$ cat config.mk
export PLATFORM = sky130hd
export DESIGN_NAME = osd_writer
export DESIGN_NICKNAME = d
export VERILOG_FILES = /design/src/rtl/osd_pkg.sv /design/src/rtl/osd_rr_arbiter.sv /design/src/rtl/osd_writer.sv
export SDC_FILE = /design/constraint.sdc
export NUM_CORES = 1
export LEC_CHECK = 0
export BUFFER_PORTS_ARGS = -buffer_cell sky130_fd_sc_hd__buf_2
export CAP_MARGIN = 15
export CORE_MARGIN = 2
export CORE_UTILIZATION = 62
export DETAILED_ROUTE_END_ITERATION = 8
export PLACE_DENSITY = 0.9
export SYNTH_ARGS = -nofsm -noshare
export SYNTH_HDL_FRONTEND = slang
export SYNTH_SLANG_ARGS = --single-unit
$ cat constraint.sdc
create_clock -name clk -period 6.25 [get_ports clk]
set_input_delay 0 -clock clk [delete_from_list [all_inputs] [get_ports clk]]
set_output_delay 0 -clock clk [all_outputs]
set_load 0.02 [all_outputs]
$ cat src/rtl/osd_pkg.sv
// Shared types and defaults for the OSD text-buffer write port.
package osd_pkg;

  localparam int DEF_WINDOW_W = 32;
  localparam int DEF_WINDOW_H = 8;
  localparam int DEF_ADDR_W   = 8;

  localparam logic [7:0] NEWLINE = 8'h0A;

  typedef enum logic [1:0] {
    CMD_PUTC    = 2'd0,
    CMD_GOTO    = 2'd1,
    CMD_CLEAR   = 2'd2,
    CMD_SETATTR = 2'd3
  } cmd_e;

  typedef enum logic {
    ST_IDLE  = 1'b0,
    ST_CLEAR = 1'b1
  } state_e;

endpackage

$ cat src/rtl/osd_rr_arbiter.sv
// Two-way round-robin arbiter; on a tie the channel not granted last wins.
module osd_rr_arbiter (
  input  logic       clk,
  input  logic       reset,
  input  logic [1:0] req,
  input  logic       enable,
  output logic [1:0] grant
);

  logic lastGrant_q, lastGrant_d;

  always_comb begin
    grant       = 2'b00;
    lastGrant_d = lastGrant_q;
    if (enable) begin
      if (req == 2'b11) grant = lastGrant_q ? 2'b01 : 2'b10;
      else              grant = req;
    end
    if (|grant) lastGrant_d = grant[1];
  end

  // Pointer resets to channel 1 so channel 0 wins the first tie.
  always_ff @(posedge clk) begin
    if (reset) lastGrant_q <= 1'b1;
    else       lastGrant_q <= lastGrant_d;
  end

endmodule

$ cat src/rtl/osd_writer.sv
// OSD text-buffer write-port controller: two arbitrated command channels,
// per-channel cursor/invert attribute and a full-screen clear engine.
module osd_writer
  import osd_pkg::*;
#(
  parameter int WINDOW_W = DEF_WINDOW_W,
  parameter int WINDOW_H = DEF_WINDOW_H,
  parameter int ADDR_W   = DEF_ADDR_W
) (
  input  logic              clk,
  input  logic              reset,
  input  logic              req0,
  input  logic              req1,
  input  logic [1:0]        cmd0,
  input  logic [1:0]        cmd1,
  input  logic [7:0]        arg0,
  input  logic [7:0]        arg1,
  output logic              ack0,
  output logic              ack1,
  output logic [ADDR_W-1:0] address,
  output logic [7:0]        data,
  output logic              wren,
  output logic              busy
);

  localparam logic [ADDR_W-1:0] LAST_ADDR = ADDR_W'(WINDOW_W * WINDOW_H - 1);
  localparam logic [ADDR_W-1:0] ROW_MASK  = ADDR_W'(WINDOW_W - 1);
  localparam logic [ADDR_W-1:0] ROW_STEP  = ADDR_W'(WINDOW_W);

  state_e              state_q, state_d;
  logic [ADDR_W-1:0]   cur0_q, cur0_d, cur1_q, cur1_d;
  logic                inv0_q, inv0_d, inv1_q, inv1_d;
  logic [ADDR_W-1:0]   clrCnt_q, clrCnt_d;
  logic [7:0]          clrData_q, clrData_d;
  logic                clrCh_q, clrCh_d;
  logic [ADDR_W-1:0]   addr_q, addr_d;
  logic [7:0]          data_q, data_d;
  logic                wren_q, wren_d;
  logic                ack0_q, ack0_d, ack1_q, ack1_d;
  logic                busy_q, busy_d;

  logic [1:0]          grant;
  cmd_e                selCmd;
  logic [7:0]          selArg;
  logic [ADDR_W-1:0]   selCur, newCur;
  logic                selInv, newInv;

  osd_rr_arbiter u_arb (
    .clk    (clk),
    .reset  (reset),
    .req    ({req1, req0}),
    .enable (state_q == ST_IDLE),
    .grant  (grant)
  );

  always_comb begin
    state_d   = state_q;
    cur0_d    = cur0_q;
    cur1_d    = cur1_q;
    inv0_d    = inv0_q;
    inv1_d    = inv1_q;
    clrCnt_d  = clrCnt_q;
    clrData_d = clrData_q;
    clrCh_d   = clrCh_q;
    addr_d    = addr_q;
    data_d    = data_q;
    wren_d    = 1'b0;
    ack0_d    = 1'b0;
    ack1_d    = 1'b0;
    busy_d    = busy_q;
    selCmd    = grant[1] ? cmd_e'(cmd1) : cmd_e'(cmd0);
    selArg    = grant[1] ? arg1 : arg0;
    selCur    = grant[1] ? cur1_q : cur0_q;
    selInv    = grant[1] ? inv1_q : inv0_q;
    newCur    = selCur;
    newInv    = selInv;

    unique case (state_q)
      ST_IDLE: begin
        if (|grant) begin
          ack0_d = grant[0];
          ack1_d = grant[1];
          case (selCmd)
            CMD_PUTC: begin
              if (selArg == NEWLINE) begin
                newCur = (selCur & ~ROW_MASK) + ROW_STEP;
              end else begin
                wren_d = 1'b1;
                addr_d = selCur;
                data_d = {selArg[7] | selInv, selArg[6:0]};
                newCur = selCur + 1'b1;
              end
            end
            CMD_GOTO:    newCur = selArg[ADDR_W-1:0];
            CMD_SETATTR: newInv = selArg[0];
            CMD_CLEAR: begin
              // Ack is deferred until the final clear write.
              ack0_d    = 1'b0;
              ack1_d    = 1'b0;
              wren_d    = 1'b1;
              addr_d    = '0;
              data_d    = selArg;
              clrData_d = selArg;
              clrCnt_d  = ADDR_W'(1);
              clrCh_d   = grant[1];
              busy_d    = 1'b1;
              newCur    = '0;
              state_d   = ST_CLEAR;
            end
          endcase
          if (grant[1]) begin
            cur1_d = newCur;
            inv1_d = newInv;
          end else begin
            cur0_d = newCur;
            inv0_d = newInv;
          end
        end
      end
      ST_CLEAR: begin
        wren_d   = 1'b1;
        addr_d   = clrCnt_q;
        data_d   = clrData_q;
        clrCnt_d = clrCnt_q + 1'b1;
        if (clrCnt_q == LAST_ADDR) begin
          ack0_d  = ~clrCh_q;
          ack1_d  = clrCh_q;
          busy_d  = 1'b0;
          state_d = ST_IDLE;
        end
      end
    endcase
  end

  always_ff @(posedge clk) begin
    if (reset) begin
      state_q   <= ST_IDLE;
      cur0_q    <= '0;
      cur1_q    <= '0;
      inv0_q    <= 1'b0;
      inv1_q    <= 1'b0;
      clrCnt_q  <= '0;
      clrData_q <= '0;
      clrCh_q   <= 1'b0;
      addr_q    <= '0;
      data_q    <= '0;
      wren_q    <= 1'b0;
      ack0_q    <= 1'b0;
      ack1_q    <= 1'b0;
      busy_q    <= 1'b0;
    end else begin
      state_q   <= state_d;
      cur0_q    <= cur0_d;
      cur1_q    <= cur1_d;
      inv0_q    <= inv0_d;
      inv1_q    <= inv1_d;
      clrCnt_q  <= clrCnt_d;
      clrData_q <= clrData_d;
      clrCh_q   <= clrCh_d;
      addr_q    <= addr_d;
      data_q    <= data_d;
      wren_q    <= wren_d;
      ack0_q    <= ack0_d;
      ack1_q    <= ack1_d;
      busy_q    <= busy_d;
    end
  end

  assign address = addr_q;
  assign data    = data_q;
  assign wren    = wren_q;
  assign ack0    = ack0_q;
  assign ack1    = ack1_q;
  assign busy    = busy_q;

endmodule

-- Word level (Yosys, flattened, before mapping)
Index checks and enable logic that the tools add are counted.
- $add $sub $neg: 3
- multiply operators: 0
- divide/modulo/power cells: 0
- $lt $le $gt $ge: 0
- equality and inequality tests: 11
- shift-type cells: 0
- mux-type cells: 41
- bitwise logic cells: 4
- reduce and logical (&&, ||, !) cells: 8
- operators with widths (kind ; number):
    case mux 8 bit (2 select lines) ; 5
    2-to-1 mux 8 bit ; 9
    case mux 8 bit (3 select lines) ; 1
    adder 8 x 1 -> 8 bit (second input constant) ; 2
    2-to-1 mux 1 bit ; 16
    AND reduction 3 bit ; 5
    case mux 1 bit (2 select lines) ; 6
    adder 8 x 6 -> 8 bit (second input constant) ; 1
    == test 8 x 4 -> 1 bit (second input constant) ; 1
    == test 8 bit (second input constant) ; 1
    2-to-1 mux 2 bit ; 4
    == test 2 bit (second input constant) ; 3
    != test 3 bit (second input constant) ; 2
    != test 2 bit (second input constant) ; 2
    NOT 1 bit ; 3
    == test 2 x 1 -> 1 bit (second input constant) ; 1
    zero test 2 bit ; 1
    != test 2 x 1 -> 1 bit (second input constant) ; 1
    AND reduction 2 bit ; 1
    OR reduction 2 bit ; 1
    OR 1 bit ; 1
- bits in registers: 57
- latch bits: 0
- bits in writable memories: 0
- bits in read-only memories: 0
- bits of input ports: 24
- output and inout port bits: 20
- word-level logic and storage cells: 82
- memories kept: 0

-- Longest topological paths before layout
Gate-level depths: netlist of the first run.
- word-level depth: 9
- depth in mapped cells: 14
- mapped depth without buffers: 11

-- Modules after synthesis
A second synthesis of the first run with hierarchy kept.
- cell total of the unflattened synthesis: 370
- area total of the unflattened synthesis: 3151.8 um^2
- by module, submodules not included (module ; instances ; cells each ; area each (um^2) ; seq. area each (um^2)):
    osd_writer ; 1 ; 362 ; 3093.0 ; 1121.1
    osd_rr_arbiter ; 1 ; 8 ; 58.8 ; 20.0

-- Least setup slack after synthesis of the first run
No wires, ideal clock.
- path type: register -> register
- start point: register state_q
- end point: register cur1_q[6]
- library setup time: 0.119 ns
- arrival: 2.476 ns
- required time: 6.131 ns
- setup slack: 3.655 ns
- stages on the path, launching flop included: 15
- path buffers: 3
- clock period less this slack: 2.595 ns
- cells stage by stage: dfxtp_1 -> buf_2 -> nor2b_4 -> nand2_1 -> buf_4 -> buf_2 -> a21oi_1 -> inv_1 -> ha_1 -> and3_1 -> nand3_1 -> xnor2_1 -> mux2i_1 -> o221ai_1 -> o221a_2
- word-level cells in the longest chain between the ends: 5
- elaborated cells between the ends (all ways): 15
- those cells by class: 2 x add/sub; 3 x eq/ne; 6 x mux; 1 x bitwise; 3 x reduce/logical
- RTL lines (element ; line ; RTL):
    start, declared ; osd_writer.sv:30 ; state_e state_q, state_d;
    start signal, assigned ; osd_writer.sv:152 ; state_q <= state_d;
    2-to-1 mux 2 bit ; osd_rr_arbiter.sv:15 ; if (enable) begin
    2-to-1 mux 8 bit (on tied branches) ; osd_writer.sv:73, osd_writer.sv:72 ;
    adder 8 x 1 -> 8 bit, or another cell as far along ; osd_writer.sv:91 ; newCur = selCur + 1'b1;
    2-to-1 mux 8 bit ; osd_writer.sv:85 ; if (selArg == NEWLINE) begin
    case mux 8 bit (3 select lines) ; osd_writer.sv:83 ; case (selCmd)
    end signal, assigned ; osd_writer.sv:154 ; cur1_q <= cur1_d;
    end, declared ; osd_writer.sv:31 ; logic [ADDR_W-1:0] cur0_q, cur0_d, cur1_q, cur1_d;
Several ways; a longest one is shown, not always the timed one.
A chain may end at the register's enable or synchronous reset.

-- Worst setup path in the final report of the first run
- start point: register u_arb.lastGrant_q
- end point: register cur1_q[6]
- word-level cells in the longest chain between the ends: 7
- elaborated cells between the ends (all ways): 16
- those cells by class: 2 x add/sub; 3 x eq/ne; 8 x mux; 3 x reduce/logical
- RTL lines (element ; line ; RTL):
    start, declared ; osd_rr_arbiter.sv:10 ; logic lastGrant_q, lastGrant_d;
    start signal, assigned ; osd_rr_arbiter.sv:25 ; else lastGrant_q <= lastGrant_d;
    2-to-1 mux 2 bit * (2 in series) ; osd_rr_arbiter.sv:16 ; if (req == 2'b11) grant = lastGrant_q ? 2'b01 : 2'b10;
    2-to-1 mux 2 bit * ; osd_rr_arbiter.sv:15 ;
    2-to-1 mux 8 bit (on tied branches) ; osd_writer.sv:73, osd_writer.sv:72 ;
    adder 8 x 1 -> 8 bit, or another cell as far along ; osd_writer.sv:91 ;
    2-to-1 mux 8 bit ; osd_writer.sv:85 ;
    case mux 8 bit (3 select lines) ; osd_writer.sv:83 ;
Mark *: on every way between the ends. The rest lies on a longest branch, timed or not.

==> results.py, run 1 <==
metrics = {
    "final_layout": {
        "antenna-diode-count": 0,
        "finish.net_count": 457,
        "fill_cells": 403,
        "drive_above_1_share_pct": 17.47,
        "flow.area_growth_from_synthesis_pct": 13.32,
    },
    "timing": {
        "period_share_pct": 52.77,
        "worst_slew_pin_slew_ns": 0.9151,
        "fin_worst_skew_ns": 0.01145,
        "unrepaired_setup_endpoints_after_global_routing": "no",
        "final-hold-violation-count": 0,
        "tns_ns": 0,
        "timing.max_slew.rel_slack_pct": 38.99,
        "setup_viol": 0,
        "final_period_minus_worst_setup_slack_ns": 3.298,
        "finalMaxSlewViolations": 0,
        "holdWs_ns": 0.03380,
        "clock.fmax_mhz": 303.2,
    },
    "logic_synthesis": {
        "synth.avg_cell_area_sq_um": 8.169,
        "syn_nets": 426,
        "post_synthesis_instance_total": 399,
        "netlist_area_sq_um": 3259,
        "synth.yosys.seq_area_share_pct": 35.01,
        "ys_async_sr_fraction_pct": 0,
        "ys_seq_elements": 57,
        "synth_edf_count": 0,
        "yosys_warnings": 0,
        "post_synth_num_cell_types": 64,
        "synth_ff_type": "dfxtp_1",
    },
    "clock_network": {
        "numCtsBuffers": 9,
        "ctsHtreeMaxLevel": 3,
        "clock_insertion_delay_worst_skew_ns": 0.35,
        "cts_tree": "yes",
        "cts.reportedPaths.clkPinSlew_ns": 0.08,
        "tritoncts_num_sinks": 57,
        "post-cts-setup-buffers": 0,
        "cts.root.buffer_cell": "clkbuf_8",
        "clock_path_buffers": 2,
    },
    "die": {
        "die-height_microns": 76.51,
        "core_area_sq_um": 5075,
        "io_pins": 44,
        "fp-row-count": 26,
        "floorplan.initialDensity_pct": 64.23,
        "floorplan.die.width_microns": 76.51,
        "die_area_sq_um": 5853,
    },
    "critical_path": {
        "path_class": "reg -> reg",
        "critPathCaptureType": "flop",
        "worst-path-max-fanout": 20,
        "worst_setup_path_start_kind": "flop",
        "timing.critical_path.required_ns": 6.49,
        "timing.critical_path.arrival_ns": 3.53,
    },
    "grt": {
        "grtUsageMet3_pct": 6.991,
        "grt_first_pass_wirelength_mm": 15.37,
        "grt.busiest_layer": "met2",
        "grt_antenna_before_repair": 0,
        "grt_overflow": 0,
        "met1_usage_grt_pct": 45.39,
        "gr-usage-all-layers_pct": 33.59,
        "grt_start_max_net_pins": 49,
        "first_global_vias": 3032,
        "globalRouteMet2Util_pct": 52.30,
    },
    "routing": {
        "via_per_inst": 6.527,
        "wl_mm": 9.586,
        "post_drt_wl_per_cell_microns": 18.98,
        "route.detailed.drc": 0,
        "drtPass1Iterations": 5,
        "postRouteAntennaNets": 0,
        "detailroute.via_count": 3296,
        "dr.first_iter.drc_count": 451,
    },
    "flow_run": {
        "drv_cap": 0,
    },
    "pwr": {
        "power_per_standard_cell_area_nw_per_um2": 288.8,
        "total_power_mw": 1.067,
        "worst_ir_drop_on_vdd_uv": 192.0,
        "total_leakage_power_nw": 1.540,
    },
    "placement": {
        "gp_congestion": 0.9777,
        "dpl.hpwl_mm": 6.500,
        "io_buffers": 43,
    },
    "worst_hold_path": {
        "min-delay-path-class": "in -> reg",
    },
    "outcome": {
        "outcome": "complete, no violations",
    },
}
-- state kept, by name (all words and copies together), names as in the netlist --
register           flops
ack1                   1
cur1_q                 8
data                   8
clrData_q              8
u_arb.lastGrant_q      1
wren                   1
address                8
inv0_q                 1
busy                   1
state_q                1
inv1_q                 1
ack0                   1
cur0_q                 8
clrCh_q                1
clrCnt_q               8
-- critical path: stages, from the launching register on --
cell	delay (ns)
dfxtp_1	0.35
nand2_1	0.39
nand2_1	0.40
buf_4	0.35
a21oi_1	0.32
inv_1	0.09
ha_1	0.29
and3_1	0.24
nand3_1	0.10
xnor2_1	0.07
mux2i_1	0.14
o221ai_1	0.17
o221a_2	0.29
-- per-layer routing --
| layer | wire length [microns] | part of all wire (%) | vias to the layer above |
|---|---|---|---|
| met5 | 0 | 0 | - |
| met4 | 258 | 2.7 | 0 |
| met3 | 978 | 10 | 26 |
| met2 | 4325 | 45 | 198 |
| met1 | 4024 | 42 | 1541 |
| li1 | - | - | 1531 |
-- layout make-up --
class / instances / area, sq um / share of cell area [%]
clock inverter: 7 / 101.3 / 2.744
multi-input combinational: 304 / 1954 / 52.91
sequential: 57 / 1141 / 30.89
tap: 70 / 87.58 / 2.371
timing repair buffer: 46 / 240.2 / 6.504
clock buffer: 9 / 123.9 / 3.354
inverter: 12 / 45.04 / 1.220
-- cells by family (layout without fill, tap and decap cells) --
group	count (synthesis)	in the layout	synth area share, %
flip-flops	57	57	35.01
adder cells (fa/ha/maj)	3	3	1.152
XOR/XNOR	7	7	1.881
buffers and inverters	38	74	5.029
AND/OR/NAND/NOR	160	160	24.84
multiplexers	21	21	6.449
AO/OA/AOI/OAI	113	113	25.64
-- path summary, 6_finish.rpt --
| check | startpoint | to | slack, ns | cells after the start |
|---|---|---|---|---|
| min reg2reg | inv0_q$_SDFFE_PP0P_ | inv0_q$_SDFFE_PP0P_ | 0.47 | 2 |
| min | req0 | u_arb.lastGrant_q$_SDFFE_PP1N_ | 0.03 | 4 |
| max | u_arb.lastGrant_q$_SDFFE_PP1N_ | cur1_q[6]$_SDFFE_PP0P_ | 2.95 | 12 |
| max reg2reg | u_arb.lastGrant_q$_SDFFE_PP1N_ | cur1_q[6]$_SDFFE_PP0P_ | 2.95 | 12 |
-- synth_stat cells (9+ instances only) --
| cell | number | share of area (%) |
|---|---|---|
| inv_1 | 11 | 1.3 |
| dfxtp_1 | 57 | 35 |
| nor2b_1 | 9 | 1.7 |
| a211oi_1 | 20 | 4.6 |
| mux2i_1 | 21 | 6.4 |
| and3_1 | 12 | 2.3 |
| clkbuf_1 | 15 | 1.7 |
| nand3_1 | 12 | 1.8 |
| a21oi_1 | 21 | 3.2 |
| nor2_1 | 43 | 5.0 |
| o21ai_0 | 23 | 3.5 |
| nand2_1 | 32 | 3.7 |
| nor3_1 | 21 | 3.2 |
-- layout by cell type, fill, tap and decap left out, types with 3 or more instances in the layout --
master    synthesis  layout
dfxtp_1          57      57
nor2_1           43      43
buf_2             8      43
nand2_1          32      32
o21ai_0          23      23
nor3_1           21      21
a21oi_1          21      21
mux2i_1          21      21
a211oi_1         20      20
nand3_1          12      12
and3_1           12      12
inv_1            11      11
nor2b_1           9       9
clkbuf_8          0       9
and2_1            6       6
nand4_1           6       6
nand3b_1          6       6
xnor2_1           5       5
a31oi_1           4       4
o211ai_1          3       3
a221oi_1          3       3
ha_1              3       3
-- power by group --
group | internal, mW | total, mW | switching, mW | leakage [nW]
Clock | 0.228 | 0.400 | 0.172 | 0.106
Combinational | 0.0874 | 0.252 | 0.165 | 0.966
Sequential | 0.394 | 0.415 | 0.0204 | 0.467
Total | 0.709 | 1.07 | 0.357 | 1.54
-- per-stage QoR --
step | worst slack (ns) | cell area [sq um] | cells | util, %
after floorplan | 3.655 | 3259 | 399 | -
after global placement | 3.145 | 3458 | 488 | 68.15
after detailed placement | 3.044 | 3458 | 488 | 68.15
after CTS | 3.062 | 3694 | 505 | 72.78
after global routing | 2.788 | 3694 | 505 | 72.78
final | 2.952 | 3694 | 505 | 72.78
-- repair_timing --
item	in CTS	in global routing
hold buffers	1	0
hold endpoints to repair	1	0
resized for setup	0	0
No activity file was read; power rests on OpenSTA's default activity.
==> run 2, diff against run 1 <==
--- a/config.mk
+++ b/config.mk
@@ -5,12 +5,13 @@
 export SDC_FILE = /design/constraint.sdc
 export NUM_CORES = 1
 export LEC_CHECK = 0
+export ABC_AREA = 1
 export BUFFER_PORTS_ARGS = -buffer_cell sky130_fd_sc_hd__buf_2
 export CAP_MARGIN = 15
 export CORE_MARGIN = 2
-export CORE_UTILIZATION = 62
+export CORE_UTILIZATION = 57
 export DETAILED_ROUTE_END_ITERATION = 8
-export PLACE_DENSITY = 0.9
+export PLACE_DENSITY = 0.84
 export SYNTH_ARGS = -nofsm -noshare
 export SYNTH_HDL_FRONTEND = slang
 export SYNTH_SLANG_ARGS = --single-unit
==> constraint.sdc (replaced) <==
create_clock -name clk -period 3.05 [get_ports clk]
set_input_delay 0 -clock clk [delete_from_list [all_inputs] [get_ports clk]]
set_output_delay 0 -clock clk [all_outputs]
set_load 0.02 [all_outputs]
==> run 2 against run 1 <==
Synthesized cell count rose by 17%; register-to-register slack got worse by 2.4 ns; clock power up 81%; clock-buffer cell count increased by 2; via count decreased by 7.7%; core utilization decreased by 4.6 points; maximum frequency up 33%; sequential cell count unchanged; hold slack got worse by 0.032 ns.
==> results.py, run 2 <==
metrics = {
    "clock_network": {
        "cts_tree": "yes",
        "ctsHoldBuffers": 1,
        "ctsHtreeMaxLevel": 3,
        "tritoncts_num_sinks": 57,
        "number_of_gates_given_a_new_drive_strength_after_cts": 0,
        "post-cts-setup-buffers": 0,
        "cts.reportedPaths.clkPinSlew_ns": 0.07,
        "numCtsBuffers": 9,
        "clock_path_buffers": 2,
        "clock_insertion_delay_worst_skew_ns": 0.33,
        "cts.root.buffer_cell": "clkbuf_8",
    },
    "logic_synthesis": {
        "synth_top_family_by_area": "simple AND/OR/NAND/NOR gates",
        "synth.area.mux_share_pct": 0,
        "synth.most_common_cell": "nand2_1",
        "synth_area_leader_cell": "dfxtp_1",
        "syn_nets": 494,
        "synth_top_area_share_pct": 36.95,
        "synth_simple_gate_area_share_pct": 33.47,
        "post_synthesis_instance_total": 467,
        "synth_compound_gate_area_share_pct": 17.10,
        "synth_edf_count": 0,
        "yosys_warnings": 0,
        "synthAdderAreaFrac_pct": 1.216,
        "ys_seq_elements": 57,
        "netlist_area_sq_um": 3088,
        "synth.area.top_cells": "dfxtp_1 37%, nand2_1 16%, o21ai_0 7.5%, inv_1 6.9%, nor2_1 6.3%",
        "synth.avg_cell_area_sq_um": 6.612,
        "synth.yosys.seq_area_share_pct": 36.95,
        "yosys.area_share.xor_xnor_pct": 0.5673,
        "synth_common_cells": "128 x nand2_1, 57 x dfxtp_1, 57 x inv_1, 52 x nor2_1, 46 x o21ai_0",
        "ys_async_sr_fraction_pct": 0,
        "post_synth_num_cell_types": 35,
        "synth_ff_type": "dfxtp_1",
    },
    "final_layout": {
        "layout_commonest_cell": "nand2_1",
        "flow.area_growth_from_synthesis_pct": 14.14,
        "fill_cells": 489,
        "final_util_pct": 68.14,
        "antenna-diode-count": 0,
        "layout_common_cells": "128 x nand2_1, 57 x inv_1, 57 x dfxtp_1",
        "multiInputGateArea_sq_um": 1617,
        "drive_above_1_share_pct": 17.35,
        "layout.area.seq_sq_um": 1141,
        "layout.cell_area.non_filler_sq_um": 3525,
        "final_cells": 583,
        "finish.net_count": 535,
    },
    "grt": {
        "first_global_vias": 2676,
        "grt_overflow": 0,
        "gr-usage-all-layers_pct": 25.61,
        "grt_antenna_before_repair": 0,
        "grt_start_max_net_pins": 34,
        "grt_first_pass_wirelength_mm": 12.29,
    },
    "placement": {
        "gp_congestion": 0.9076,
        "placed_area_sq_um": 3309,
        "io_buffers": 43,
        "place_inst": 566,
        "dpl.hpwl_mm": 5.403,
        "post-place-ws_ns": 0.6126,
    },
    "flow_run": {
        "drv_cap": 0,
    },
    "critical_path": {
        "path_class": "reg -> reg",
        "critPathCaptureType": "flop",
        "worst_setup_path_start_kind": "flop",
        "worst-path-max-fanout": 33,
        "timing.critical_path.arrival_ns": 2.71,
        "timing.critical_path.required_ns": 3.27,
    },
    "pwr": {
        "worst_ir_drop_on_vdd_uv": 313.6,
        "total_leakage_power_nw": 1.697,
        "power_per_standard_cell_area_nw_per_um2": 589.1,
    },
    "timing": {
        "period_share_pct": 81.57,
        "tns_ns": 0,
        "final_period_minus_worst_setup_slack_ns": 2.488,
        "clock.fmax_mhz": 401.9,
        "worst_slew_pin_slew_ns": 0.7739,
        "finalMaxSlewViolations": 0,
        "timing.max_slew.rel_slack_pct": 48.06,
        "setup_ws_ns": 0.5620,
        "fin_worst_skew_ns": 0.008607,
        "final-hold-violation-count": 0,
        "setup_viol": 0,
        "unrepaired_setup_endpoints_after_global_routing": "no",
    },
    "routing": {
        "post_drt_wl_per_cell_microns": 12.89,
        "route.detailed.drc": 0,
        "via_per_inst": 5.220,
        "wl_mm": 7.515,
        "detailroute.via_count": 3043,
        "dr.first_iter.drc_count": 169,
        "drtPass1Iterations": 7,
        "postRouteAntennaNets": 0,
    },
    "die": {
        "core_area_sq_um": 5172,
        "io_pins": 44,
        "die_area_sq_um": 6023,
        "floorplan.initialDensity_pct": 59.70,
        "fp-row-count": 26,
        "die-height_microns": 77.61,
        "floorplan.die.width_microns": 77.61,
    },
    "outcome": {
        "outcome": "complete, no violations",
    },
    "worst_hold_path": {
        "min-delay-path-class": "in -> reg",
    },
}
## run 2: final cells by class
type / count / share of cell area (%)
multi-input cells: 332 / 45.86
flip-flops and latches: 57 / 32.37
inverters: 63 / 6.851
repair buffers: 45 / 6.603
clock buffers: 11 / 4.295
well taps: 70 / 2.485
clock inverters: 5 / 1.526
## run 2: cell families after synthesis
kind of cell	count (synthesis)
AO/OA/AOI/OAI	95
XOR/XNOR	2
adder cells (fa/ha/maj)	3
buffers and inverters	78
flip-flops	57
AND/OR/NAND/NOR	232
## run 2: final timing paths
| check | start | slack [ns] | cells after the start | to |
|---|---|---|---|---|
| worst max-delay path | u_arb.lastGrant_q$_SDFFE_PP1N_ | 0.56 | 10 | cur0_q[2]$_SDFFE_PP0P_ |
| worst min-delay path | cmd1[0] | 0.002 | 4 | clrCh_q$_SDFFE_PP0P_ |
| worst max register to register | u_arb.lastGrant_q$_SDFFE_PP1N_ | 0.56 | 10 | cur0_q[2]$_SDFFE_PP0P_ |
| worst min register to register | cur1_q[1]$_SDFFE_PP0P_ | 0.45 | 2 | cur1_q[1]$_SDFFE_PP0P_ |
## run 2: metal layers
| metal | vias to the layer above | routed length [microns] | GRT usage, % | share of wire, % |
|---|---|---|---|---|
| met5 | - | 0 | 0 | 0 |
| met4 | 0 | 147 | 10.00 | 2.0 |
| met3 | 16 | 424 | 4.535 | 5.6 |
| met2 | 92 | 3453 | 41.98 | 46 |
| met1 | 1363 | 3489 | 33.41 | 46 |
| li1 | 1572 | - | - | - |
## run 2: stage by stage
step	hold slack, ns	power (mW)
finish	0.002209	2.076
global route	0.01989	2.181
CTS	0.002529	2.077
detailed placement	0.2756	1.361
global placement	0.2548	1.350
floorplan	0.1387	1.243
## run 2: report_power, final
part	total [mW]	internal [mW]	switching [mW]	leakage (nW)
sequential	0.847	0.816	0.0316	0.467
combinational	0.504	0.158	0.346	1.12
clock	0.724	0.419	0.306	0.109
## run 2: critical path: stages (launching register included)
cell,delay (ns)
dfxtp_1,0.34
nand2_4,0.13
nand3_4,0.31
o21ai_0,0.55
inv_1,0.13
ha_1,0.23
or2_2,0.29
nand4_1,0.09
nand3_1,0.10
o21ai_0,0.16
inv_1,0.06
